[src/rtl/pcode_sequencer.sv]
// P-code chip/repeat/message address sequencer with pps-aligned start and frame
// accounting. Addresses are d0 to the code ROM; enables align with d1 ROM data.
module pcode_sequencer #(
  parameter int unsigned PCODE_LEN     = 40920,
  parameter int unsigned PCODE_REPEATS = 10,
  parameter int unsigned MESSAGE_LEN   = 120
) (
  input  logic                           clk,
  input  logic                           rst,
  input  logic                           start,
  input  logic                           stop,
  input  logic                           continuous,
  input  logic                           pps_align,
  input  logic                           pps,
  input  logic                           dac_valid,
  input  logic                           msg_i_en_cfg,
  input  logic                           msg_q_en_cfg,
  output logic [$clog2(PCODE_LEN)-1:0]   pcode_addr,
  output logic [$clog2(MESSAGE_LEN)-1:0] msg_addr,
  output logic                           message_i_enable,
  output logic                           message_q_enable,
  output logic                           frame_start,
  output logic                           frame_done,
  output logic [15:0]                    frame_count,
  output logic                           busy
);

  localparam int unsigned CW = $clog2(PCODE_LEN);
  localparam int unsigned MW = $clog2(MESSAGE_LEN);
  localparam int unsigned RW = (PCODE_REPEATS > 1) ? $clog2(PCODE_REPEATS) : 1;

  typedef enum logic [1:0] {
    IDLE  = 2'd0,
    ARMED = 2'd1,
    RUN   = 2'd2
  } state_t;

  state_t        state;
  logic [RW-1:0] rep_cnt;
  logic          pps_d;
  logic          active_d1;

  logic run_adv;
  logic pps_rise;
  logic chip_last;
  logic rep_last;
  logic msg_last;
  logic at_origin;

  assign run_adv   = (state == RUN) && dac_valid;
  assign pps_rise  = pps && !pps_d;
  assign chip_last = (pcode_addr == CW'(PCODE_LEN - 1));
  assign rep_last  = (rep_cnt == RW'(PCODE_REPEATS - 1));
  assign msg_last  = (msg_addr == MW'(MESSAGE_LEN - 1));
  assign at_origin = (pcode_addr == '0) && (rep_cnt == '0) && (msg_addr == '0);

  // Enables are a gated copy of the d1 activity flag so they line up with ROM data.
  assign message_i_enable = msg_i_en_cfg && active_d1;
  assign message_q_enable = msg_q_en_cfg && active_d1;

  always_ff @(posedge clk or posedge rst) begin
    if (rst) begin
      state       <= IDLE;
      pcode_addr  <= '0;
      rep_cnt     <= '0;
      msg_addr    <= '0;
      frame_count <= '0;
      frame_start <= 1'b0;
      frame_done  <= 1'b0;
      busy        <= 1'b0;
      pps_d       <= 1'b0;
      active_d1   <= 1'b0;
    end else begin
      pps_d       <= pps;
      active_d1   <= run_adv;
      frame_start <= 1'b0;
      frame_done  <= 1'b0;
      if (stop) begin
        // Abort wins over start and over a coincident frame end.
        state      <= IDLE;
        busy       <= 1'b0;
        pcode_addr <= '0;
        rep_cnt    <= '0;
        msg_addr   <= '0;
      end else begin
        case (state)
          IDLE: begin
            if (start) begin
              state <= ARMED;
              busy  <= 1'b1;
            end
          end
          ARMED: begin
            if (!pps_align || pps_rise) begin
              state <= RUN;
            end
          end
          RUN: begin
            if (dac_valid) begin
              frame_start <= at_origin;
              if (!chip_last) begin
                pcode_addr <= pcode_addr + CW'(1);
              end else begin
                pcode_addr <= '0;
                if (!rep_last) begin
                  rep_cnt <= rep_cnt + RW'(1);
                end else begin
                  rep_cnt <= '0;
                  if (!msg_last) begin
                    msg_addr <= msg_addr + MW'(1);
                  end else begin
                    msg_addr    <= '0;
                    frame_done  <= 1'b1;
                    frame_count <= frame_count + 16'd1;
                    if (!continuous) begin
                      state <= IDLE;
                      busy  <= 1'b0;
                    end
                  end
                end
              end
            end
          end
          default: begin
            state <= IDLE;
            busy  <= 1'b0;
          end
        endcase
      end
    end
  end

endmodule
[config.mk]
export PLATFORM = sky130hd
export DESIGN_NAME = pcode_sequencer
export DESIGN_NICKNAME = d
export VERILOG_FILES = /design/src/rtl/pcode_sequencer.sv
export SDC_FILE = /design/constraint.sdc
export NUM_CORES = 1
export LEC_CHECK = 0
export ABC_AREA = 1
export CORE_ASPECT_RATIO = 0.6
export CORE_MARGIN = 2
export CORE_UTILIZATION = 30
export CTS_BUF_LIST = sky130_fd_sc_hd__clkbuf_8
export CTS_CLUSTER_DIAMETER = 150
export DETAILED_ROUTE_END_ITERATION = 12
export PLACE_DENSITY = 0.47
export SLEW_MARGIN = 10
export SYNTH_ARGS = -nofsm -noshare
export SYNTH_HDL_FRONTEND = slang
export SYNTH_SLANG_ARGS = --single-unit
export TNS_END_PERCENT = 20
[constraint.sdc]
create_clock -name clk -period 2.1 [get_ports clk]
set_clock_uncertainty 0.2 [all_clocks]
set_input_delay 0.21 -clock clk [delete_from_list [all_inputs] [get_ports clk]]
set_output_delay 0.21 -clock clk [all_outputs]
set_load 0.01 [all_outputs]
==> flow_summary.toml <==
[layout]
diodes = 0
fin_util_pct = 38.9
syn2layout_area_growth_pct = 25.8
drive_gt1_share_pct = 10.5
final_area_mm2 = 0.00412
finalNetCount = 543
final_cells = 665

[cts]
cts_buffers = 5
path_clk_slew_ns = 0.09
cts_tree = "yes"
root_buffer = "clkbuf_8"
htreeDepth = 2
clockBufferDepth = 2
clkSinkCount = 50
clk_latency_ns = 0.31

[logic_synthesis]
netlist_top_cells_area = "dfrtp_1 (38%), nand2_1 (16%), nand3_1 (7.0%)"
synthCells = 462
ys_ff_latch = 50
yosysWarnings = 0
yosysSeqAreaShare_pct = 38.2
synth_area_mm2 = 0.00328
synth_area_per_cell_um2 = 7.09
yosysTopAreaCell = "dfrtp_1"
synthDistinctLibCells = 33
synth_top_cell_area_share_pct = 38.2
syn-num-nets = 480

[floorplan]
placementRows = 29
ios = 54
core_area_mm2 = 0.0106
fp.dieArea_mm2 = 0.0118
die_x_um = 139
die_h_um = 85.0
initial_core_util_pct = 30.9

[critical_path]
crit_top_cell = "nand2_1"
crit_path_start_kind = "flop"
reg2reg_to = "frame_count[5]"
reg2reg_depth = 8
crit_arrival_ns = 1.92
worstSetupStartpoint = "msg_addr[1]"
worstPathRequired_ns = 2.11
worstSetupEndpoint = "frame_count[5]"
end_kind = "flop"
worst_path_largest_cell_delay_ns = 0.44
crit_type = "flop to flop"
reg2reg_slack_ns = 0.19
crit_cells = 8
cp_slowest_cell = "dfrtp_1"
crit_buf_inv = 0
regToRegStartpoint = "msg_addr[1]"
path_max_fanout = 14
cpLargestDelayFamily = "simple AND/OR/NAND/NOR gates"
cp_cell_sequence = "ha_1 -> nand2_2 -> nor2_2 -> nand2_4 -> nor2_8 -> nand4_4 -> nand2_1 -> nand2_1"

[power_and_ir_drop]
p_leak_nw = 1.94
p_sw_share_pct = 32.7
total_power_mw = 2.28
p_sw_uw = 745
ir_drop_mv = 0.267
power.density_mw_per_mm2 = 553
combPwrFrac_pct = 24.2
seq_power_share_pct = 49.4
p_int_mw = 1.53
p_clk_share_pct = 26.4

[global_route]
track_usage_pct = 16.4
grt_max_degree = 51
grt_pass1_vias = 2807
grt_overflow = 0
grt_pass1_wl_um = 15300
antenna_found_initial = 0

[placement]
dp_slack_ns = 0.0792
hpwl_um = 7100
globalplace.congestion = 0.797
dpl.cell_count = 657
io_buffers = 53
place_area_mm2 = 0.00402

[detailed_routing]
drt-total-wl_um = 9260
first_iter_violations = 260
firstDrtPassIters = 5
vias = 3096
wire_per_inst_um = 13.9
final_antenna_net_count = 0
drc = 0
routed_via_density = 4.66

[timing]
hold_ws_ns = 0.0610
tightest_slew_ns = 0.569
tns_ns = 0
rsz0062_at_grt = "false"
slew_headroom_pct = 61.7
fmax_mhz = 523
hold_viol = 0
timing.final.crit_period_ns = 1.91
fin_ws_ns = 0.189
slew_viol_final = 0
setup_viol = 0
finalCritPeriodShare_pct = 91.0

[status]
status = "complete, no violations"

[hold_path]
worstHoldPathType = "input port to async pin"

[job]
max_cap_viol_count = 0
## layout make-up
cell class	instances	area [um2]
clock buffer	6	82.6
clock inverter	2	8.76
fill	1127	6470
inverter	55	206
multi-input combinational	349	1770
sequential	50	1250
tap	139	174
timing repair buffer	64	626
## cells in the mapped netlist, drive strengths merged
master	number
xor2	6
o21ai	14
clkinv	1
nor3	14
xnor2	2
dfrtp	50
nand4	24
ha	8
o21bai	2
buf	8
nand3	48
nor2	69
nor3b	2
nand2	150
a21oi	3
inv	54
nand3b	2
and3	1
nor4	4
## worst reg2reg max path: cells and delay by family, from the launching register on
kind | cells | cell delay (ns)
flops | 1 | 0.44
simple gates | 7 | 0.94
fa+ha+maj | 1 | 0.23
## state kept, by name, indices dropped and copies added (netlist names)
name,cells
frame_count,16
msg_addr,7
state,2
active_d1,1
busy,1
rep_cnt,4
frame_done,1
frame_start,1
pcode_addr,16
pps_d,1
## routing by layer
layer | wire [um] | vias to the layer above | global-route usage [%] | share of wire, %
li1 | - | 1612 | - | -
met1 | 5380 | 1388 | 28.7 | 58
met2 | 3240 | 88 | 19.6 | 35
met3 | 556 | 8 | 3.05 | 6.0
met4 | 78 | 0 | 3.03 | 0.84
met5 | 0 | - | 0 | 0
## what timing repair did
action	CTS	global route
gates resized for setup	0	3
hold buffers	0	0
endpoints found under the setup margin	0	13
buffers inserted	0	0
## worst min-delay path by stage
stage,slack [ns],to
6_report,0.06,frame_count[3]
5_1_grt,0.08,frame_count[3]
4_1_cts,0.06,state[0]
3_5_place_dp,0.30,busy
3_3_place_gp,0.31,busy
2_1_floorplan,0.04,pps_d
## power groups by stage
stage                     logic, mW  clock network (mW)  registers [mW]
after detailed placement      0.555                   0            1.14
after floorplan               0.314                   0            1.14
final                         0.552               0.602            1.13
after global routing          0.621               0.673            1.14
after global placement        0.556                   0            1.14
after CTS                     0.559               0.637            1.12
## logic make-up (layout without fill, tap and decap cells)
| group | Yosys count | count (layout) | share of synthesized area, % |
|---|---|---|---|
| AOI/OAI and AO/OA | 19 | 19 | 3.74 |
| adders and majority gates | 8 | 8 | 3.05 |
| buffers and inverters | 63 | 127 | 8.17 |
| xor gates and xnor gates | 8 | 8 | 2.14 |
| DFF | 50 | 50 | 38.2 |
| and+or+nand+nor | 314 | 314 | 44.7 |
## layout by cell type, fill, tap and decap left out, drive strengths merged, types with 4 or more instances in the layout
| master | Yosys | final |
|---|---|---|
| buf | 8 | 11 |
| clkbuf | 0 | 6 |
| clkdlybuf4s50 | 0 | 53 |
| dfrtp | 50 | 50 |
| ha | 8 | 8 |
| inv | 54 | 55 |
| nand2 | 150 | 150 |
| nand3 | 48 | 48 |
| nand4 | 24 | 24 |
| nor2 | 69 | 69 |
| nor3 | 14 | 14 |
| nor4 | 4 | 4 |
| o21ai | 14 | 14 |
| xor2 | 6 | 6 |
Note: power is estimated with default switching activity, not from simulation.
